**config.mk**
```make
export PLATFORM = sky130hd
export DESIGN_NAME = alu_cmd_sequencer
export DESIGN_NICKNAME = d
export VERILOG_FILES = /design/src/rtl/alu_cmd_sequencer.sv
export SDC_FILE = /design/constraint.sdc
export NUM_CORES = 1
export LEC_CHECK = 0
export CAP_MARGIN = 5
export CORE_UTILIZATION = 56
export CTS_BUF_LIST = sky130_fd_sc_hd__clkbuf_8
export CTS_CLUSTER_SIZE = 30
export DETAILED_ROUTE_END_ITERATION = 10
export HOLD_SLACK_MARGIN = 0.15
export PLACE_DENSITY_LB_ADDON = 0.2
export SLEW_MARGIN = 10
export SYNTH_ARGS = -nofsm -noshare
export SYNTH_HDL_FRONTEND = slang
export SYNTH_SLANG_ARGS = --single-unit
```
**constraint.sdc**
```tcl
create_clock -name clk -period 3.2 [get_ports clk]
set_input_delay 0.48 -clock clk [delete_from_list [all_inputs] [get_ports clk]]
set_output_delay 0.48 -clock clk [all_outputs]
set_load 0.01 [all_outputs]
```
**src/rtl/alu_cmd_sequencer.sv**
```systemverilog
// Command-issue stage in front of the two-operand ALU: buffers {op, a, b} commands,
// issues them one at a time and returns each registered ALU result with its opcode.
module alu_cmd_sequencer #(
  parameter int PART_LEN = 8,
  parameter int DEPTH    = 4
) (
  input  logic                      clk,
  input  logic                      rstn,
  input  logic                      in_valid,
  output logic                      in_ready,
  input  logic [2*PART_LEN-1:0]     in_a,
  input  logic [2*PART_LEN-1:0]     in_b,
  input  logic [1:0]                in_op,
  output logic [2*PART_LEN-1:0]     alu_a,
  output logic [2*PART_LEN-1:0]     alu_b,
  output logic [1:0]                alu_ctrl,
  input  logic [2*PART_LEN-1:0]     alu_res,
  output logic                      out_valid,
  input  logic                      out_ready,
  output logic [2*PART_LEN-1:0]     out_res,
  output logic [1:0]                out_op,
  output logic                      out_err,
  output logic [$clog2(DEPTH):0]    fifo_count
);

  localparam int W  = 2 * PART_LEN;
  localparam int AW = $clog2(DEPTH);
  localparam int CW = AW + 1;
  localparam logic [CW-1:0] FULL = CW'(DEPTH);

  localparam logic [1:0] IDLE   = 2'd0;
  localparam logic [1:0] EXEC   = 2'd1;
  localparam logic [1:0] SETTLE = 2'd2;
  localparam logic [1:0] DONE   = 2'd3;

  localparam logic [1:0] OP_RSVD = 2'b11;

  logic [1:0]    memOp [DEPTH];
  logic [W-1:0]  memA  [DEPTH];
  logic [W-1:0]  memB  [DEPTH];

  logic [AW-1:0] wrPtr_q, wrPtr_d, rdPtr_q, rdPtr_d;
  logic [CW-1:0] count_q, count_d;
  logic [1:0]    state_q, state_d;
  logic [1:0]    op_q, op_d;
  logic [W-1:0]  aluA_q, aluA_d, aluB_q, aluB_d;
  logic [1:0]    aluCtrl_q, aluCtrl_d;
  logic          outValid_q, outValid_d, outErr_q, outErr_d;
  logic [W-1:0]  outRes_q, outRes_d;
  logic [1:0]    outOp_q, outOp_d;

  logic          push, pop, notEmpty;
  logic [1:0]    headOp;
  logic [W-1:0]  headA, headB;

  assign notEmpty = (count_q != '0);
  assign in_ready = (count_q != FULL);
  assign push     = in_valid && in_ready;
  assign pop      = notEmpty && ((state_q == IDLE) || ((state_q == DONE) && out_ready));
  assign headOp   = memOp[rdPtr_q];
  assign headA    = memA[rdPtr_q];
  assign headB    = memB[rdPtr_q];

  // Storage is not reset; clearing the pointers and count discards its contents.
  always_ff @(posedge clk) begin
    if (push) begin
      memOp[wrPtr_q] <= in_op;
      memA[wrPtr_q]  <= in_a;
      memB[wrPtr_q]  <= in_b;
    end
  end

  always_comb begin
    wrPtr_d    = push ? wrPtr_q + 1'b1 : wrPtr_q;
    rdPtr_d    = pop  ? rdPtr_q + 1'b1 : rdPtr_q;
    count_d    = count_q;
    if (push && !pop) count_d = count_q + 1'b1;
    else if (pop && !push) count_d = count_q - 1'b1;

    state_d    = state_q;
    op_d       = op_q;
    aluA_d     = aluA_q;
    aluB_d     = aluB_q;
    aluCtrl_d  = aluCtrl_q;
    outValid_d = outValid_q;
    outRes_d   = outRes_q;
    outOp_d    = outOp_q;
    outErr_d   = outErr_q;

    case (state_q)
      IDLE: begin
        aluCtrl_d = 2'b00;
        if (pop) state_d = EXEC;
      end
      EXEC: state_d = SETTLE;
      SETTLE: begin
        outValid_d = 1'b1;
        outOp_d    = op_q;
        outErr_d   = (op_q == OP_RSVD);
        outRes_d   = (op_q == OP_RSVD) ? '0 : alu_res;
        state_d    = DONE;
      end
      DONE: begin
        if (out_ready) begin
          outValid_d = 1'b0;
          if (pop) begin
            state_d = EXEC;
          end else begin
            aluCtrl_d = 2'b00;
            state_d   = IDLE;
          end
        end
      end
      default: state_d = IDLE;
    endcase

    // The reserved op would clear the ALU, so it is issued as a harmless add of zeros.
    if (pop) begin
      op_d = headOp;
      if (headOp == OP_RSVD) begin
        aluA_d    = '0;
        aluB_d    = '0;
        aluCtrl_d = 2'b00;
      end else begin
        aluA_d    = headA;
        aluB_d    = headB;
        aluCtrl_d = headOp;
      end
    end
  end

  always_ff @(posedge clk or negedge rstn) begin
    if (!rstn) begin
      wrPtr_q    <= '0;
      rdPtr_q    <= '0;
      count_q    <= '0;
      state_q    <= IDLE;
      op_q       <= 2'b00;
      aluA_q     <= '0;
      aluB_q     <= '0;
      aluCtrl_q  <= 2'b00;
      outValid_q <= 1'b0;
      outRes_q   <= '0;
      outOp_q    <= 2'b00;
      outErr_q   <= 1'b0;
    end else begin
      wrPtr_q    <= wrPtr_d;
      rdPtr_q    <= rdPtr_d;
      count_q    <= count_d;
      state_q    <= state_d;
      op_q       <= op_d;
      aluA_q     <= aluA_d;
      aluB_q     <= aluB_d;
      aluCtrl_q  <= aluCtrl_d;
      outValid_q <= outValid_d;
      outRes_q   <= outRes_d;
      outOp_q    <= outOp_d;
      outErr_q   <= outErr_d;
    end
  end

  assign alu_a      = aluA_q;
  assign alu_b      = aluB_q;
  assign alu_ctrl   = aluCtrl_q;
  assign out_valid  = outValid_q;
  assign out_res    = outRes_q;
  assign out_op     = outOp_q;
  assign out_err    = outErr_q;
  assign fifo_count = count_q;

endmodule
```
======== After elaboration in Yosys (flattened, before gate mapping) ========
Memories as Yosys holds them, arrays and structs flattened.
Cells that the tools add are included.
cells by class
  reduce and logical (&&, ||, !) cells .... 16
  muxes and demuxes ....................... 17
  add/subtract/negate cells ............... 4
  eq/ne operators ......................... 9
operator list
  operator               number
  $mux W16               3
  $mux W2                5
  $eq A2 B2 Y1 const B   4
  $pmux W2 S4            1
  $mux W3                2
  $ne A3 B3 Y1 const B   2
  $reduce_and A2 Y1      3
  $reduce_bool A3 Y1     2
  $logic_and A1 B1 Y1    5
  $add A2 B1 Y2 const B  2
  $mux W1                4
  $ne A2 B2 Y1 const B   2
  $pmux W2 S2            1
  $reduce_bool A2 Y1     2
  $add A3 B1 Y3 const B  1
  $sub A3 B1 Y3 const B  1
  $eq A2 B1 Y1 const B   1
  $logic_not A1 Y1       2
  $logic_not A2 Y1       1
  $pmux W1 S2            1
  $logic_or A1 B1 Y1     1
word-level totals
  word-level logic and storage cells ...... 61
  flip-flop bits (word level) ............. 65
  memories kept ........................... 3
  RAM bits ................................ 136
  output and inout port bits .............. 58
  input bits .............................. 54
memory list
  memory  words  bits a word  rd ports  clocked after memory_dff  write ports  RTL line  source
  memA    4      16           1         0                         1            39        logic [W-1:0] memA [DEPTH];
  memB    4      16           1         0                         1            40        logic [W-1:0] memB [DEPTH];
  memOp   4      2            1         0                         1            38        logic [1:0] memOp [DEPTH];

======== Logic depth before layout (Yosys ltp) ========
  depth after elaboration ................. 7
  mapped depth ............................ 12
  gate-level depth less buffers ........... 10

======== Least setup slack after synthesis ========
Ideal clock, no wire load.
  path kind ............................... register -> register
  from .................................... register state_q[1]
  to ...................................... register count_q[2], in the netlist fifo_count[2]
  data arrival time ....................... 2439 ps
  buffers on the path ..................... 2
  stages on the path, launching flop included .. 12
  data required time ...................... 3121 ps
  setup slack ............................. 682 ps
  cell sequence ........................... dfrtp_1 -> ha_1 -> a21o_1 -> clkbuf_1 -> nand2_2 -> buf_2 -> ha_1 -> inv_1 -> fa_1 -> xor2_1 -> nor2_1 -> xor2_1
on the way
  cells in the longest elaborated chain, start to end .. 7
  elaborated cells on any way between the ends .. 10
  those cells by class .................... 1 x eq/ne; 1 x mux; 8 x reduce/logical
RTL lines
  what                                                  RTL line  source
  start: declaration                                    44        logic [1:0] state_q, state_d;
  start signal: assignment                              150       state_q <= state_d;
  $eq A2 B2 Y1                                          59        assign pop = notEmpty && ((state_q == IDLE) || ((state_q == DONE) && out_ready));
  $logic_and A1 B1 Y1                                   59
  $logic_or A1 B1 Y1 *                                  59
  $logic_and A1 B1 Y1 *                                 59
  $logic_not A1 Y1                                      77        if (push && !pop) count_d = count_q + 1'b1;
  $logic_and A1 B1 Y1                                   77
  $mux W3 / $reduce_bool A2 Y1 (equally long branches)  -
  end signal: assignment                                149       count_q <= count_d;
  end: declaration                                      43        logic [CW-1:0] count_q, count_d;
Mark *: on every way between the ends. The rest lies on a longest branch, timed or not.
A chain may end at the register's enable or synchronous reset.

======== Worst setup path in the final report ========
  from .................................... register count_q[1], in the netlist fifo_count[1]
  to ...................................... register count_q[2], in the netlist fifo_count[2]
on the way
  cells in the longest elaborated chain, start to end .. 5
  elaborated cells on any way between the ends .. 13
  those cells by class .................... 2 x add/sub; 1 x eq/ne; 2 x mux; 8 x reduce/logical
RTL lines
  what
  branches (longest 5 deep; another with $sub A3 B1 Y3)
Parallel ways; which one is timed is not known. The select of a mux whose other input is x is not followed.

==> results by group <==
Global routing
  – Initial antenna violation count: 0
  – Gr ovfl total: 0
  – Largest net degree at the start of global routing: 66
  – Vias in the first global route: 4475
  – Total GRT Usage: 21.6%
  – Global-route wire length before repair: 23500 um

Drt
  – Vias per Instance: 5.58
  – DRC viols: 2
  – Post-route ant nets: 0
  – Initial DRC count: 220
  – Wire length per cell: 19.4 um
  – Drt pass-1 iters: 9
  – Vias post-DR: 4215
  – Final WL: 14700 um

Timing
  – Final number of max-transition violations: 0
  – Worst slew pin tran: 834 ps
  – Post-route setup TNS: 0 ps
  – PnR worst setup slack: 975 ps
  – Final setup fails: 0
  – Part of the cycle the worst path needs: 69.5%
  – Final hold viol count: 0
  – Min Tclk post-route: 2230 ps
  – Relative slew margins: 44.4%
  – Worst-case hold slack: 486 ps
  – Fmax achieved: 0.449 GHz
  – Clock skew: 22.7 ps
  – RSZ-0062 raised after global routing: false

Clocking
  – Clk root buf: clkbuf_8
  – Clock slew at reported path FFs: 60 ps
  – H-tree Lvls: 2
  – Clock Sinks: 201
  – CTS tree: built
  – Num CTS Buffers: 34
  – Post-CTS Setup Repair Bufs: 0
  – Skew-Pair Late Insertion Delay: 510 ps
  – Max clock buf depth: 3

Critical path
  – Crit path kind: reg2reg
  – CP Max Fanout: 7
  – CP Data Arrival Time: 2660 ps
  – Reg2reg start: fifo_count[1]
  – Reg-to-reg endpoint: fifo_count[2]
  – Worst Path Required: 3640 ps
  – Startpoint Class: flip-flop
  – Register-to-register setup slack: 970 ps
  – Critical Path End Type: flip-flop
  – Worst reg2reg path depth: 8

Die
  – Initial Util: 57.3%
  – Die area: 14700 um^2
  – Io pins: 112
  – Die height: 121 um
  – Core area: 13900 um^2
  – Die W: 121 um
  – Row count: 43

Logic synthesis
  – Post-synth ARST share: 32.3%
  – Yosys cell types: 36
  – Synthesized Nets: 482
  – Synthesized instance count: 418
  – Post-synthesis sequential area ratio: 71.8%
  – Top post-synthesis cells by area: edfxtp_1 51%, dfrtp_1 20%, mux4_2 9.6%
  – Flops & latches, synth: 201
  – Top_reg_cell synth: edfxtp_1
  – Post-synth top area cell: edfxtp_1
  – Cell Area, Synth: 7950 um^2
  – Top-area cell type share of the netlist area: 51.3%
  – Synth Area per Inst: 19.0 um^2
  – Top-count cell post-synth: edfxtp_1
  – Synth warn: 0
  – Most frequent cells after synthesis: 136 x edfxtp_1, 65 x dfrtp_1, 34 x mux4_2, 34 x nand3_1, 30 x o2bb2ai_2
  – Post-synth EDFFs: 136

Placement
  – Placed insts: 694
  – Post-place setup slack: 759 ps
  – Routability-driven placement congestion ratio: 0.694
  – Placed Area: 9260 um^2
  – HPWL after DPL: 8780 um
  – Port bufs: 111

Min path
  – Worst Hold End: alu_ctrl[0]
  – Worst min path class: reg2reg
  – Origin of the worst min-delay path: alu_ctrl[0]
  – Hold depth: 1

Power and ir drop
  – Peak supply drop: 0.504 mV
  – Pwr dens: 991 nW/um^2
  – Leakage dissipation: 0.00362 uW

Finish
  – Final net count: 615
  – Share of cells above drive strength 1: 24.2%
  – Antenna diodes: 0
  – Post-Layout Cell Count: 755
  – Design area: 9940 um^2
  – Area grow syn2layout: 24.9%
  – Filler cells: 870

Status
  – Failing checks: DRC
  – Status: complete, but fails checks

Run
  – Max-cap violations: 0
-- flip-flops by register name, summed over array words and instances, names as in the netlist --
signal,count
fifo_count,3
op_q,2
out_valid,1
out_err,1
alu_b,16
alu_ctrl,2
rdPtr_q,2
wrPtr_q,2
alu_a,16
state_q,2
out_res,16
out_op,2
memOp,8
memA,64
memB,64
-- through the flow --
stage / power [uW] / util (%)
6_report: 9850 / 71.6
5_1_grt: 10400 / 71.6
4_1_cts: 9980 / 71.6
3_5_place_dp: 7760 / 66.7
3_3_place_gp: 7640 / 66.7
2_1_floorplan: 6420 / -
-- placed cells by master (no fill, tap or decap), drive strengths merged, types with 2 or more instances in the layout --
cell type / Yosys / routed
nor2: 20 / 20
clkbuf: 12 / 40
o2bb2ai: 34 / 34
dfrtp: 65 / 65
a211oi: 2 / 2
mux2i: 16 / 16
clkdlybuf4s50: 0 / 110
buf: 15 / 13
inv: 7 / 20
and2: 5 / 5
mux2: 6 / 6
xnor2: 4 / 4
nand3: 34 / 34
a21o: 2 / 2
ha: 9 / 9
edfxtp: 136 / 136
nand2: 2 / 2
xor2: 2 / 2
mux4: 34 / 34
clkinv: 0 / 5
-- worst max path at each step --
stage          slack [ps]           from             to
4_1_cts               970  fifo_count[1]  fifo_count[2]
3_5_place_dp          760       in_valid  fifo_count[2]
2_1_floorplan         680     state_q[1]  fifo_count[2]
3_3_place_gp          850       in_valid  fifo_count[2]
5_1_grt               870  fifo_count[1]  fifo_count[2]
6_report              970  fifo_count[1]  fifo_count[2]
-- cell families after synthesis --
logic type	synth area share, %
xor+xnor	0.661
fa+ha+maj	1.67
compound gates	7.05
mux	12.5
buf+inv	2.20
simple gates	4.14
flops	71.8
-- power breakdown --
part           switching (uW)  internal, uW
Sequential                420          3580
Combinational            1780          1870
Clock                     978          1220
-- metal layers --
metal	up-vias	global-route usage [%]	part of all wire, %
met5	-	0	0
met4	0	7.48	1.9
met3	26	5.08	5.1
met2	124	35.7	50
met1	2152	28.2	43
li1	1913	-	-
-- what timing repair did --
action,CTS,global route
hold buffers,1,0
endpoints found under the hold margin,65,0
resized for setup,0,0
endpoints found under the setup margin,0,0
-- critical path, cell delays in order, from the launching register on --
cell,delay (ps)
dfrtp_1,460
or3_2,530
nand2_2,90
ha_1,180
inv_1,70
fa_1,390
xor2_1,170
nor2_1,110
xor2_1,150
-- cell type report --
type | instances | area, um^2 | area share, %
Tap cell | 180 | 225 | 2.27
Clock buffer | 40 | 551 | 5.54
Timing Repair Buffer | 124 | 1230 | 12.4
Sequential cell | 201 | 5710 | 57.5
Inverter | 7 | 26.3 | 0.264
Multi-Input combinational cell | 183 | 2070 | 20.9
Clock inverter | 20 | 113 | 1.13
Power figures use the tool's default switching activity.
==> variant: new RTL, config.mk and constraints unchanged <==
`DEPTH`: 4 -> 16.
--- a/src/rtl/alu_cmd_sequencer.sv
+++ b/src/rtl/alu_cmd_sequencer.sv
@@ -2,7 +2,7 @@
 // issues them one at a time and returns each registered ALU result with its opcode.
 module alu_cmd_sequencer #(
   parameter int PART_LEN = 8,
-  parameter int DEPTH    = 4
+  parameter int DEPTH    = 16
 ) (
   input  logic                      clk,
   input  logic                      rstn,
Interface: changed (resized fifo_count); port bits go from 112 to 114. The function was not compared with the original's and may differ.
==> variant against the unedited design <==
- sequential cell count rose by 414
- via count grew to 2.8 times the old value
- wire length grew to 3.4 times the old value
- area after synthesis grew to 3.0 times the old value
- clock skew rose by 5.8 ps
- setup slack worse by 710 ps
- fmax down 24%
- combinational power grew 110%
- total power increased by 150%
- design area increased to 2.8 times the old value
- critical endpoint is now fifo_count[4]$_DFFE_PN0P_
- largest power group unchanged
==> variant: results <==
{
  "whs_ps": 390,
  "synth_compound_area_frac": 0.0365,
  "fmax_mhz": 341,
  "yosys.area_share.adder": 0.00827,
  "min_path_type": "primary input to asynchronous set/reset pin",
  "p_sw_frac": 0.319,
  "drt_wl_total_um": 50400,
  "place_ws_ps": 256,
  "grt_util_met3": 0.0477,
  "dp_hpwl_um": 28200,
  "drive_above_1_share": 0.236,
  "grt_pass1_vias": 12377,
  "dpl_cell_area_mm2": 0.0258,
  "reg2reg_from": "fifo_count[0]$_DFFE_PN0P_",
  "async_flop_share": 0.115,
  "grt_max_degree": 59,
  "synth-edff-count": 544,
  "power.leakage_nw": 9.41,
  "grt_pass1_wl_um": 76000,
  "met2_wirelength_um": 25400,
  "cts_buffers": 96,
  "reg2regPathDepth": 12,
  "synth-xor-area-share": 0.00371,
  "num-nets-final": 1456,
  "drt-pass1-iter-count": 5,
  "ys_top_cells_by_area": "edfxtp_1, mux4_2, dfrtp_1, nand2_1, a22oi_1",
  "dr_wl_met3_um": 3410,
  "wl_per_cell_um": 25.2,
  "track_usage": 0.242,
  "first_iter_violations": 1136,
  "critPathSlowestCell": "dfrtp_1",
  "cp_data_arrival_time_ps": 3500,
  "syn_avg_cell_area_um2": 19.9,
  "cp_max_fo": 5,
  "synthTopCellsByCount": "edfxtp_1, mux4_2, nand2_1",
  "r2r_slack_ps": 270,
  "gp_congestion": 0.747,
  "p_seq_frac": 0.431,
  "ys_seq_area_frac": 0.767,
  "placement.io_buffers": 113,
  "reg.largest.list": "memA (256), memB (256), memOp (32)",
  "synth_cell_types": 40,
  "status": "finished, final reports clean",
  "critPathCapture": "fifo_count[4]$_DFFE_PN0P_"
}
variant: cell count changes after synthesis, moves of 27 or more:
cell	unedited run	this run
nand3_1	34	7
a22oi_1	1	65
o2bb2ai_2	30	0
nand2_1	1	131
mux4_2	34	132
edfxtp_1	136	544
variant: area by class of cell:
| cell class | count | area (µm²) |
|---|---|---|
| inverter | 25 | 93.8 |
| multi-input combinational | 481 | 5180 |
| clock inverter | 77 | 442 |
| fill | 2618 | 13600 |
| timing repair buffer | 168 | 1720 |
| sequential | 615 | 18100 |
| tap | 532 | 666 |
| clock buffer | 102 | 1400 |
variant: logic make-up (layout without fill, tap and decap cells):
kind of cell,after synthesis,in the layout
simple gates,184,184
xor+xnor,10,10
mux,139,139
compound gates,133,133
flops,615,615
buf+inv,88,372
fa+ha+maj,15,15
variant: repair_timing:
action | CTS | global route
hold buffers | 1 | 0
endpoints found under the hold margin | 43 | 0
setup endpoints to repair | 0 | 0
